### config.mk
export PLATFORM = sky130hd
export DESIGN_NAME = pipeline_hazard_ctrl
export DESIGN_NICKNAME = d
export VERILOG_FILES = /design/src/rtl/pipeline_hazard_ctrl.sv
export SDC_FILE = /design/constraint.sdc
export NUM_CORES = 1
export LEC_CHECK = 0
export CAP_MARGIN = 20
export CORE_MARGIN = 2
export CORE_UTILIZATION = 43
export DETAILED_ROUTE_END_ITERATION = 10
export PLACE_DENSITY = 0.77
export REMOVE_ABC_BUFFERS = 1
export SETUP_SLACK_MARGIN = 0.2
export SYNTH_ARGS = -nofsm -noshare
export SYNTH_HDL_FRONTEND = slang
export SYNTH_SLANG_ARGS = --single-unit
### constraint.sdc
create_clock -name clk -period 1.78 [get_ports clk]
set_input_delay 0.267 -clock clk [delete_from_list [all_inputs] [get_ports clk]]
set_output_delay 0.267 -clock clk [all_outputs]
set_load 0.01 [all_outputs]
### src/rtl/pipeline_hazard_ctrl.sv
// Pipeline hazard controller.
// Turns load-use, taken-branch and data-memory wait conditions into stage
// register enables, flushes and bubbles for a five-stage pipeline. A memory
// access that stays unacknowledged for too long locks the pipeline in an
// error state that only reset clears.
module pipeline_hazard_ctrl #(
  parameter int MEM_TIMEOUT = 15
) (
  input  logic        clk,
  input  logic        reset,
  input  logic [3:0]  id_rn,
  input  logic [3:0]  id_rm,
  input  logic        id_use_rn,
  input  logic        id_use_rm,
  input  logic [3:0]  ex_rd,
  input  logic        ex_load,
  input  logic        ex_reg_write_enable,
  input  logic        branch_taken,
  input  logic        mem_req,
  input  logic        mem_ack,
  output logic        pc_enable,
  output logic        if_id_enable,
  output logic        id_ex_enable,
  output logic        ex_mem_enable,
  output logic        if_id_flush,
  output logic        id_ex_bubble,
  output logic        mem_wb_bubble,
  output logic        mem_error,
  output logic [15:0] stall_cycles
);

  localparam logic [1:0] ST_RUN      = 2'd0;
  localparam logic [1:0] ST_MEM_WAIT = 2'd1;
  localparam logic [1:0] ST_ERROR    = 2'd2;

  localparam logic [7:0] TIMEOUT_C = MEM_TIMEOUT[7:0];

  logic [1:0]  state_r;
  logic [1:0]  state_nxt_s;
  logic [7:0]  wait_cnt_r;
  logic [7:0]  wait_cnt_nxt_s;
  logic [15:0] stall_cycles_r;
  logic        mem_error_r;

  logic        load_use_s;
  logic        mem_stall_s;
  logic        pc_enable_s;
  logic        if_id_enable_s;
  logic        id_ex_enable_s;
  logic        ex_mem_enable_s;
  logic        if_id_flush_s;
  logic        id_ex_bubble_s;
  logic        mem_wb_bubble_s;

  // Hazard detection: ID source matches a pending load destination in EX.
  always_comb begin
    load_use_s = ex_load & ex_reg_write_enable &
                 ((id_use_rn & (id_rn == ex_rd)) | (id_use_rm & (id_rm == ex_rd)));
  end

  // Memory stall: a fresh unacknowledged request in RUN, or still no ack in MEM_WAIT.
  always_comb begin
    mem_stall_s = 1'b0;
    case (state_r)
      ST_RUN:      mem_stall_s = mem_req & ~mem_ack;
      ST_MEM_WAIT: mem_stall_s = ~mem_ack;
      default:     mem_stall_s = 1'b0;
    endcase
  end

  // Stage control decode, priority mem_stall > branch > load_use; all quiet in reset/ERROR.
  always_comb begin
    pc_enable_s     = 1'b0;
    if_id_enable_s  = 1'b0;
    id_ex_enable_s  = 1'b0;
    ex_mem_enable_s = 1'b0;
    if_id_flush_s   = 1'b0;
    id_ex_bubble_s  = 1'b0;
    mem_wb_bubble_s = 1'b0;
    if (!reset) begin
      pc_enable_s = 1'b0;
    end else begin
      case (state_r)
        ST_RUN, ST_MEM_WAIT: begin
          if (mem_stall_s) begin
            mem_wb_bubble_s = 1'b1;
          end else if (branch_taken) begin
            pc_enable_s     = 1'b1;
            if_id_enable_s  = 1'b1;
            id_ex_enable_s  = 1'b1;
            ex_mem_enable_s = 1'b1;
            if_id_flush_s   = 1'b1;
            id_ex_bubble_s  = 1'b1;
          end else if (load_use_s) begin
            id_ex_enable_s  = 1'b1;
            ex_mem_enable_s = 1'b1;
            id_ex_bubble_s  = 1'b1;
          end else begin
            pc_enable_s     = 1'b1;
            if_id_enable_s  = 1'b1;
            id_ex_enable_s  = 1'b1;
            ex_mem_enable_s = 1'b1;
          end
        end
        default: begin
          pc_enable_s = 1'b0;
        end
      endcase
    end
  end

  // Next-state and wait-counter logic; an unknown encoding falls into ERROR.
  always_comb begin
    state_nxt_s    = state_r;
    wait_cnt_nxt_s = wait_cnt_r;
    case (state_r)
      ST_RUN: begin
        if (mem_req && !mem_ack) begin
          state_nxt_s    = ST_MEM_WAIT;
          wait_cnt_nxt_s = 8'd0;
        end else begin
          state_nxt_s = ST_RUN;
        end
      end
      ST_MEM_WAIT: begin
        if (mem_ack) begin
          state_nxt_s = ST_RUN;
        end else if (({1'b0, wait_cnt_r} + 9'd1) >= {1'b0, TIMEOUT_C}) begin
          state_nxt_s    = ST_ERROR;
          wait_cnt_nxt_s = wait_cnt_r + 8'd1;
        end else begin
          state_nxt_s    = ST_MEM_WAIT;
          wait_cnt_nxt_s = wait_cnt_r + 8'd1;
        end
      end
      ST_ERROR: begin
        state_nxt_s = ST_ERROR;
      end
      default: begin
        state_nxt_s = ST_ERROR;
      end
    endcase
  end

  // FSM state and wait counter registers.
  always_ff @(posedge clk or negedge reset) begin
    if (!reset) begin
      state_r    <= ST_RUN;
      wait_cnt_r <= 8'd0;
    end else begin
      state_r    <= state_nxt_s;
      wait_cnt_r <= wait_cnt_nxt_s;
    end
  end

  // Sticky error flag, set on the edge that enters ERROR.
  always_ff @(posedge clk or negedge reset) begin
    if (!reset) begin
      mem_error_r <= 1'b0;
    end else begin
      mem_error_r <= mem_error_r | (state_nxt_s == ST_ERROR);
    end
  end

  // Saturating count of cycles where the PC was held outside ERROR.
  always_ff @(posedge clk or negedge reset) begin
    if (!reset) begin
      stall_cycles_r <= 16'd0;
    end else if (!pc_enable_s && (state_r != ST_ERROR) && (stall_cycles_r != 16'hFFFF)) begin
      stall_cycles_r <= stall_cycles_r + 16'd1;
    end else begin
      stall_cycles_r <= stall_cycles_r;
    end
  end

  assign pc_enable     = pc_enable_s;
  assign if_id_enable  = if_id_enable_s;
  assign id_ex_enable  = id_ex_enable_s;
  assign ex_mem_enable = ex_mem_enable_s;
  assign if_id_flush   = if_id_flush_s;
  assign id_ex_bubble  = id_ex_bubble_s;
  assign mem_wb_bubble = mem_wb_bubble_s;
  assign mem_error     = mem_error_r;
  assign stall_cycles  = stall_cycles_r;

endmodule

==> results.tsv <==
metric	value	unit
RSZ-0062 raised after global routing	true	
die width	65.1	um
Mean Syn Cell Area	9.56	um^2
Sink Count	27	
Leak Pwr	0.00142	uW
vias per std cell	5.25	
Slew HR	74.7	%
WL/cell	15.5	um
WP data required	1.94	ns
Die Y	65.1	um
area grow syn2layout	71.9	%
Synth Warn #	0	
FFs w/ async S/R, synth	100	%
Peak VDD IR	519	uV
Worst setup EP type	flop	
clk slew on worst S/H paths	0.10	ns
Cells after Synth	168	
vias in the first global route	1422	
final count of hold timing violations	0	
post-synth top area share	42.1	%
commonest non-fill, non-tap cell in the layout	buf_4	
Mapped Area	1610	um^2
Compound-Gate Fraction of Synth Area	12.7	%
setup TNS	-1.82	ns
Post-synth top flop	dfrtp_1	
final net count	281	
maxcap violations	0	
DP HPWL	2.84	mm
Synth Area in Simple Gates	24.1	%
max frequency	517	MHz
Post-Synth XOR/XNOR Area	13.1	%
Worst Max-Slew Pin Slew	0.380	ns
Die ar.	4240	um^2
DRC viols	0	
most frequent cells in the layout	28 x buf_4, 23 x dfrtp_1, 17 x buf_6	
HP Class	in2async	
DP Worst Slack	-0.493	ns
WP data arrival	2.09	ns
status	complete, but fails checks	
Worst Setup SP	wait_cnt_r[0]	
post-synth top area cell	dfrtp_1	
# hold bufs at CTS	0	
Initial Util	44.2	%
final worst path period share	109	%
max-slew violation count	0	
All-Layer GR Usage	19.8	%
diode count	0	
GP Congestion	0.829	
remaining antenna violation count	0	
crit-path max FO	4	
total number of vias	1596	
initial DRC count	65	
clk buf depth	2	
failing checks	negative setup slack	
Critical Path Start Type	flop	
Seq/Total Area, Yosys	42.1	%
setup violators final	24	
Remaining Overflow, GRT	0	
non-filler cells, final	304	
Setup Skew	0.00538	ns
synth top area cells	dfrtp_1 42%, xor2_1 7.1%, xnor2_1 6.0%	
worst skew pair latency	0.28	ns
Pre-antenna DRT Iters	4	
Crit Path Class	reg2reg	
Power Density	772	nW/um^2
final worst slack	-0.153	ns
# port buffers	44	
clock root cell	clkbuf_8	
Critical R2R Launch	wait_cnt_r[0]	
first-pass GRT wire length	6.53	mm
final wirelength	4.72	mm
largest net degree at the start of global routing	28	
mux share of post-synthesis cell area	1.64	%
CTS H-Tree Depth	1	
Adder-Cell Fraction of Synth Area	2.34	%
post-synthesis cell type count	44	
minimum clock period	1.93	ns
Inst Count DP	283	
share of post-route cells with drive strength above 1	41.0	%
CTS Buf Count	3	
Post-synth EDFFs	0	
largest family of logic cells by synthesized area	simple AND/OR/NAND/NOR gates	
number of cell rows	22	
TritonCTS clock tree	yes	
Top Ports	45	
FF+latch count, synth	27	
initial antenna violation count	0	
core area	3630	um^2
## through the flow
stage / instance area [um^2] / power (uW) / hold slack [ns] / util, %
after CTS: 2590 / 2050 / 0.236 / 71.2
after detailed placement: 2290 / 1590 / 0.460 / 63.1
after global placement: 2290 / 1560 / 0.461 / 63.1
final: 2760 / 2130 / 0.234 / 75.9
after floorplan: 1560 / 1140 / -0.0286 / -
after global routing: 2760 / 2250 / 0.246 / 75.9
## layout make-up
type	count	area, um^2
Fill cell	258	875
Tap cell	48	60.1
Timing Repair Buffer	90	888
Multi-Input combinational cell	129	1060
Clock buffer	3	41.3
Inverter	6	22.5
Clock inverter	1	7.51
Sequential cell	27	681
## state kept, by name (all words and copies together) (netlist names)
register,count
state_r,2
stall_cycles,16
wait_cnt_r,8
mem_error,1
## cell usage after synthesis (all sizes together), types with 2 or more instances
cell type	instances
nand3	14
nor2	21
and2	2
mux2	2
nor3	5
buf	5
inv	6
xnor2	11
xor2	13
nand2	13
ha	3
dfrtp	27
a21oi	4
o31ai	5
and3	4
a31oi	2
o22ai	2
o21ai	12
and4	2
nand4	2
## critical path, stage by stage, from the launching register on
cell and delay, ns:
dfrtp_1 0.41, inv_2 0.06, ha_4 0.28, o21bai_4 0.05, o22ai_1 0.16, nor2_1 0.07
o32ai_2 0.35, a21oi_2 0.11, or3_1 0.32
## per-layer routing
layer  vias to the layer above  share of wire, %  GRT usage (%)
met5                         -                 0              0
met4                         0              0.21           2.08
met3                         2               3.8           3.77
met2                        42                55           36.3
met1                       782                41           25.1
li1                        770                 -              -
## cells by family (layout without fill, tap and decap cells)
family          after synthesis  count (layout)
compound gates               31              31
xor+xnor                     24              24
fa+ha+maj                     3               3
buf+inv                      12             100
flops                        27              27
mux                           2               2
simple gates                 69              69
## path summary, 6_finish.rpt
| check | end | slack [ns] | cells after the start |
|---|---|---|---|
| worst max-delay path | mem_error | -0.15 | 8 |
| worst min-delay path | stall_cycles[5] | 0.23 | 2 |
| worst max register to register | mem_error | -0.15 | 8 |
| worst min register to register | mem_error | 0.49 | 1 |
| max in group asynchronous | wait_cnt_r[1] | 1.26 | 2 |
| min in group clk | mem_error | 0.49 | 1 |
## what timing repair did
| item | 4_1_cts | 5_1_grt |
|---|---|---|
| pin swaps | 13 | 27 |
| setup buffers | 14 | 2 |
| gates resized for setup | 68 | 47 |
| endpoints found under the setup margin | 26 | 35 |
| cloned | 1 | 0 |
## power by group
part,total (uW),internal [uW],switching (uW)
combinational,966,534,432
clock,357,159,198
sequential,808,719,88.4
total,2130,1410,719
Note: power is estimated with default switching activity, not from simulation.
